**src/rtl/param_memory.sv**
```systemverilog
// Parametrised single-port memory model with valid/ready requests, bit-masked writes, FILL init/clear sweep and 1- or 2-cycle read latency.
// Optional MEM_PARITY_EN macro adds a per-word even-parity bit, a par_inject port and live rsp_perr reporting.
module param_memory #(
   parameter int                DATA_W = 8,
   parameter int                ADDR_W = 8,
   parameter int                DEPTH  = 256,
   parameter logic [DATA_W-1:0] FILL   = {DATA_W{1'b1}},
   parameter int                RD_LAT = 1
) (
   input  logic              clk,
   input  logic              reset,
   input  logic              clear,
   output logic              init_busy,
   input  logic              req_valid,
   output logic              req_ready,
   input  logic              req_wr,
   input  logic [ADDR_W-1:0] req_addr,
   input  logic [DATA_W-1:0] req_wdata,
   input  logic [DATA_W-1:0] req_wmask,
   output logic              rsp_valid,
   output logic [DATA_W-1:0] rsp_rdata,
   output logic              rsp_err,
   output logic              rsp_perr
`ifdef MEM_PARITY_EN
   ,
   input  logic              par_inject
`endif
);

   // Handshake: a request transfers on a rising clk edge where req_valid && req_ready;
   // req_ready drops combinationally with clear, and responses cannot be back-pressured.

   localparam int                IDX_W   = (DEPTH > 1) ? $clog2(DEPTH) : 1;
   localparam logic [ADDR_W:0]   DEPTH_C = (ADDR_W+1)'(DEPTH);
   localparam logic [ADDR_W-1:0] LAST_C  = ADDR_W'(DEPTH - 1);

   typedef enum logic {ST_INIT, ST_READY} state_t;

   state_t            state_q, state_d;
   logic [ADDR_W-1:0] ptr_q, ptr_d;
   logic              init_busy_q, init_busy_d;
   logic              sweep_we;

   logic [DATA_W-1:0] mem [DEPTH];
`ifdef MEM_PARITY_EN
   logic              par_mem [DEPTH];
`endif

   logic              fire;
   logic              in_range;
   logic [IDX_W-1:0]  req_idx;
   logic [DATA_W-1:0] old_word;
   logic [DATA_W-1:0] merged_word;

   logic              mem_we;
   logic [IDX_W-1:0]  mem_widx;
   logic [DATA_W-1:0] mem_wdata;
   logic              mem_wpar;

   logic              acc_valid;
   logic [DATA_W-1:0] acc_data;
   logic              acc_err;
   logic              acc_perr;

   logic              p1_valid_q, p1_valid_d;
   logic [DATA_W-1:0] p1_data_q, p1_data_d;
   logic              p1_err_q, p1_err_d;
   logic              p1_perr_q, p1_perr_d;

   logic              src_valid;
   logic [DATA_W-1:0] src_data;
   logic              src_err;
   logic              src_perr;

   logic              rsp_valid_q, rsp_valid_d;
   logic [DATA_W-1:0] rsp_rdata_q, rsp_rdata_d;
   logic              rsp_err_q, rsp_err_d;
   logic              rsp_perr_q, rsp_perr_d;

   // Sweep sequencer: INIT writes FILL at ptr every cycle, clear restarts it from word 0.
   always_comb begin
      state_d  = state_q;
      ptr_d    = ptr_q;
      sweep_we = 1'b0;
      case (state_q)
         ST_INIT: begin
            sweep_we = 1'b1;
            if (clear) begin
               ptr_d = '0;
            end else if (ptr_q == LAST_C) begin
               state_d = ST_READY;
               ptr_d   = '0;
            end else begin
               ptr_d = ptr_q + ADDR_W'(1);
            end
         end
         ST_READY: begin
            if (clear) begin
               state_d = ST_INIT;
               ptr_d   = '0;
            end
         end
         default: begin
            state_d = ST_INIT;
            ptr_d   = '0;
         end
      endcase
      init_busy_d = (state_d == ST_INIT);
   end

   assign req_ready = (state_q == ST_READY) && !clear;
   assign fire      = req_valid && req_ready;
   assign req_idx   = req_addr[IDX_W-1:0];
   assign in_range  = ({1'b0, req_addr} < DEPTH_C);

   always_comb begin
      old_word    = mem[req_idx];
      merged_word = (req_wdata & req_wmask) | (old_word & ~req_wmask);
   end

   // Single write port shared by the sweep and accepted in-range writes; they never overlap.
   always_comb begin
      mem_we    = 1'b0;
      mem_widx  = ptr_q[IDX_W-1:0];
      mem_wdata = FILL;
      mem_wpar  = ^FILL;
      if (sweep_we) begin
         mem_we = 1'b1;
      end else if (fire && req_wr && in_range) begin
         mem_we    = 1'b1;
         mem_widx  = req_idx;
         mem_wdata = merged_word;
`ifdef MEM_PARITY_EN
         mem_wpar  = (^merged_word) ^ par_inject;
`else
         mem_wpar  = ^merged_word;
`endif
      end
   end

   always_ff @(posedge clk) begin
      if (mem_we) begin
         mem[mem_widx] <= mem_wdata;
`ifdef MEM_PARITY_EN
         par_mem[mem_widx] <= mem_wpar;
`endif
      end
   end

   // Read data is captured at accept, so a later clear sweep cannot disturb it.
   always_comb begin
      acc_valid = fire && !req_wr;
      acc_data  = in_range ? old_word : FILL;
      acc_err   = !in_range;
`ifdef MEM_PARITY_EN
      acc_perr  = in_range && (par_mem[req_idx] != (^old_word));
`else
      acc_perr  = 1'b0;
`endif
   end

   always_comb begin
      p1_valid_d = acc_valid;
      p1_data_d  = acc_valid ? acc_data : p1_data_q;
      p1_err_d   = acc_valid && acc_err;
      p1_perr_d  = acc_valid && acc_perr;

      if (RD_LAT >= 2) begin
         src_valid = p1_valid_q;
         src_data  = p1_data_q;
         src_err   = p1_err_q;
         src_perr  = p1_perr_q;
      end else begin
         src_valid = acc_valid;
         src_data  = acc_data;
         src_err   = acc_err;
         src_perr  = acc_perr;
      end

      rsp_valid_d = src_valid;
      rsp_rdata_d = src_valid ? src_data : rsp_rdata_q;
      rsp_err_d   = src_valid && src_err;
      rsp_perr_d  = src_valid && src_perr;
   end

   always_ff @(posedge clk or posedge reset) begin
      if (reset) begin
         state_q     <= ST_INIT;
         ptr_q       <= '0;
         init_busy_q <= 1'b1;
         p1_valid_q  <= 1'b0;
         p1_data_q   <= FILL;
         p1_err_q    <= 1'b0;
         p1_perr_q   <= 1'b0;
         rsp_valid_q <= 1'b0;
         rsp_rdata_q <= FILL;
         rsp_err_q   <= 1'b0;
         rsp_perr_q  <= 1'b0;
      end else begin
         state_q     <= state_d;
         ptr_q       <= ptr_d;
         init_busy_q <= init_busy_d;
         p1_valid_q  <= p1_valid_d;
         p1_data_q   <= p1_data_d;
         p1_err_q    <= p1_err_d;
         p1_perr_q   <= p1_perr_d;
         rsp_valid_q <= rsp_valid_d;
         rsp_rdata_q <= rsp_rdata_d;
         rsp_err_q   <= rsp_err_d;
         rsp_perr_q  <= rsp_perr_d;
      end
   end

   assign init_busy = init_busy_q;
   assign rsp_valid = rsp_valid_q;
   assign rsp_rdata = rsp_rdata_q;
   assign rsp_err   = rsp_err_q;
   assign rsp_perr  = rsp_perr_q;

endmodule

```
**config.mk**
```make
export PLATFORM = sky130hd
export DESIGN_NAME = param_memory
export DESIGN_NICKNAME = d
export VERILOG_FILES = /design/src/rtl/param_memory.sv
export SDC_FILE = /design/constraint.sdc
export NUM_CORES = 2
export LEC_CHECK = 0
export CELL_PAD_IN_SITES_DETAIL_PLACEMENT = 0
export CELL_PAD_IN_SITES_GLOBAL_PLACEMENT = 1
export CORE_MARGIN = 2
export CORE_UTILIZATION = 61
export CTS_CLUSTER_DIAMETER = 80
export DETAILED_ROUTE_END_ITERATION = 8
export DONT_BUFFER_PORTS = 1
export HOLD_SLACK_MARGIN = 0.1
export PLACE_DENSITY_LB_ADDON = 0.3
export SKIP_CTS_REPAIR_TIMING = 1
export SLEW_MARGIN = 20
export SYNTH_ARGS = -nofsm -noshare
export SYNTH_HDL_FRONTEND = slang
export SYNTH_SLANG_ARGS = --single-unit
```
**constraint.sdc**
```tcl
create_clock -name clk -period 41.5 [get_ports clk]
set_clock_uncertainty 0.2 [all_clocks]
set_input_delay 8.3 -clock clk [delete_from_list [all_inputs] [get_ports clk]]
set_output_delay 8.3 -clock clk [all_outputs]
set_load 0.01 [all_outputs]
```
==> results.sh <==
export IMPL_dp_hpwl_um=113700
export IMPL_fp_dieArea_mm2=0.1355
export IMPL_dr_max_layer_used="met5"
export IMPL_async_flop_share=0.009192
export IMPL_endpoint="req_ready"
export IMPL_path_cells="nor2b_1"
export IMPL_slew_violations=0
export IMPL_min_period_ns=17.24
export IMPL_drive_above_1_share=0.2130
export IMPL_worstSkewPairLatency_ns=0.84
export IMPL_powerDensity_mw_per_mm2=46.41
export IMPL_cts_root_buf="clkbuf_16"
export IMPL_worstSetupStartpointType="input port"
export IMPL_grt_first_pass_wirelength_um=284900
export IMPL_rsz0062_at_grt="false"
export IMPL_relSlewSlack=0.2112
export IMPL_routed_wl_met2_um=92200
export IMPL_hold_ws_ns=0.2953
export IMPL_irDropWorstVdd_mv=0.04575
export IMPL_setup_tns_ns=0
export IMPL_drt_iter0_markers=5389
export IMPL_synth_cell_type_count=74
export IMPL_hold_path_class="reg -> reg"
export IMPL_critical_path_class="in -> out"
export IMPL_worst_slew_pin_slew_ns=1.180
export IMPL_portBuffers=0
export IMPL_pre_cts_ws_ns=24.26
export IMPL_htree_levels=4
export IMPL_overflow=0
export IMPL_wl_um=198300
export IMPL_cts_made_buffers=198
export IMPL_fp_dieW_um=368.1
export IMPL_core_mm2=0.1315
export IMPL_status="complete, no violations"
export IMPL_cts_tree="done"
export IMPL_rr_startpoint="state_q"
export IMPL_syn_inst=3914
export IMPL_num_rows=133
export IMPL_wl_per_cell_um=33.72
export IMPL_synth_edf_count=2048
export IMPL_grt_use_total=0.2965
export IMPL_period_share=0.4155
export IMPL_cp_end_kind="output port"
export IMPL_avgViaCountPerCell=6.846
export IMPL_cp_top_family="simple AND/OR/NAND/NOR gates"
export IMPL_antenna_found_initial=6
export IMPL_syn_to_final_growth_pct=9.709
export IMPL_ys_top_cells_by_area="edfxtp_1, mux4_2, mux2i_1, nor2_1, mux2_2"
export IMPL_start_util=0.6151
export IMPL_clock_path_buffers=3
export IMPL_cp_num_buf_inv=0
export IMPL_reg2regPathDepth=7
export IMPL_p_total_mw=4.117
export IMPL_worst_slack_ns=24.26
export IMPL_postRouteAntennaNets=0
export IMPL_yosysMostFrequentCell="edfxtp_1"
export IMPL_num_fill_cells=8231
export IMPL_ys_warn_count=0
export IMPL_cpMaxStageDelayCell="nor2b_1"
export IMPL_grt_pass1_vias=39730
export IMPL_worstPathMaxFanout=8
export IMPL_synth_seq_cells=2067
export IMPL_dr_pass1_iters=6
export IMPL_utilization=0.6748
export IMPL_arrival_ns=8.74
export IMPL_ys_flop_type="edfxtp_1"
export IMPL_clk_pin_slew_worst_paths_ns=0.06
export IMPL_finalHoldViolCount=0
export IMPL_synth_seq_area_share=0.7665
export IMPL_floorplan_io_pins=42
export IMPL_r2r_end="mem[210][4]"
export IMPL_route_met3_wl_um=22850
export IMPL_synthesis_area_mm2=0.08087
export IMPL_worstPathRequired_ns=33.00
export IMPL_clock_sinks=2067
export IMPL_rrSetupSlack_ns=36.12
export IMPL_m1WireLength_um=75080
export IMPL_yosys_top_cells_count="edfxtp_1, mux4_2, nor2_1"
export IMPL_synth_top_area_cell="edfxtp_1"
export IMPL_worst_path_largest_cell_delay_ns=0.44
export IMPL_vias=40250
export IMPL_crit_cells=1
export IMPL_drc=0
export IMPL_setup_viol=0
export IMPL_p_leak_nw=31.65
export IMPL_max_freq_mhz=57.99
export IMPL_nets=3988
export IMPL_grt_max_degree=589
export IMPL_cap_violations=0
export IMPL_syn_avg_cell_area_um2=20.66
export IMPL_gp_congestion=0.8611
export IMPL_startpoint="clear"
export IMPL_die_y_um=368.1
export IMPL_synth_top_area_frac=0.7605
==> per-layer routing <==
layer  vias to the layer above  global-route usage
met5                         -                   0
met4                        10              0.1137
met3                       407             0.07831
met2                      2404              0.4415
met1                     21070              0.4285
li1                      16360                   -
==> logic make-up (layout without fill, tap and decap cells) <==
kind of cell    after synthesis  count (layout)  synth area share
fa+ha+maj                     1               1         0.0001547
xor+xnor                      4               4         0.0004333
flops                      2067            2067            0.7665
simple gates                582             582           0.03082
other cells                   1               4        0.00004637
compound gates              370             370           0.03186
buf+inv                     241             448           0.01832
mux                         648             648            0.1518
==> layout make-up <==
type / instances / area (µm²) / share of cell area
diodes: 2 / 5.005 / 0.00005641
inverters: 8 / 32.53 / 0.0003667
clock buffers: 263 / 5293 / 0.05966
flip-flops and latches: 2067 / 61990 / 0.6987
well taps: 1755 / 2196 / 0.02475
multi-input cells: 1607 / 17520 / 0.1975
repair buffers: 76 / 812.0 / 0.009153
clock inverters: 101 / 868.3 / 0.009788
==> how the worst min path moves through the flow <==
stage                    to          from  slack [ns]  cells past startpoint
2_1_floorplan  rsp_rdata[4]  rsp_rdata[4]        0.27                      2
3_3_place_gp   rsp_rdata[4]  rsp_rdata[4]        0.29                      2
3_5_place_dp   rsp_rdata[4]  rsp_rdata[4]        0.29                      2
4_1_cts        rsp_rdata[4]  rsp_rdata[4]        0.30                      2
5_1_grt        rsp_rdata[4]  rsp_rdata[4]        0.32                      2
6_report       rsp_rdata[4]  rsp_rdata[4]        0.30                      2
==> state kept, by name, indices dropped and copies added, names as in the netlist <==
register   flops
mem         2048
init_busy      1
rsp_rdata      8
ptr_q          8
rsp_valid      1
state_q        1
==> per-stage QoR <==
stage,cell area (µm²),std cells
3_5_place_dp,82270,5503
6_report,88720,5879
3_3_place_gp,82270,5503
5_1_grt,88710,5877
4_1_cts,88430,5867
2_1_floorplan,80870,3915
==> worst reg2reg max path, delay by kind of cell (launching register included) <==
kind	cells	cell delay, ns
buf+inv	2	0.88
flops	1	0.63
compound gates	1	0.69
simple gates	4	2.58
==> layout by cell type, fill, tap and decap left out, types with 9 or more instances in the layout <==
cell	n
a211oi_1	9
a21oi_1	54
a221oi_1	21
a22o_1	14
a22oi_1	84
buf_16	10
buf_4	62
bufinv_16	10
clkbuf_1	59
clkbuf_16	201
clkinv_1	39
clkinv_2	37
dfrtp_1	10
dfstp_2	9
edfxtp_1	2048
mux2_2	77
mux2i_1	123
mux4_1	24
mux4_2	424
nand2_1	135
nand2b_1	10
nand3_1	53
nand3b_1	10
nor2_1	297
nor2b_1	9
nor3_1	20
nor4_1	11
o211ai_1	9
o21ai_0	42
o22ai_1	51
o31ai_1	12
==> power by group <==
group / internal, mW / leakage (nW) / switching (mW)
combinational: 0.0457 / 5.79 / 0.0838
sequential: 2.26 / 22.8 / 0.00136
clock: 0.961 / 3.02 / 0.764
Note: power is estimated with default switching activity, not from simulation.
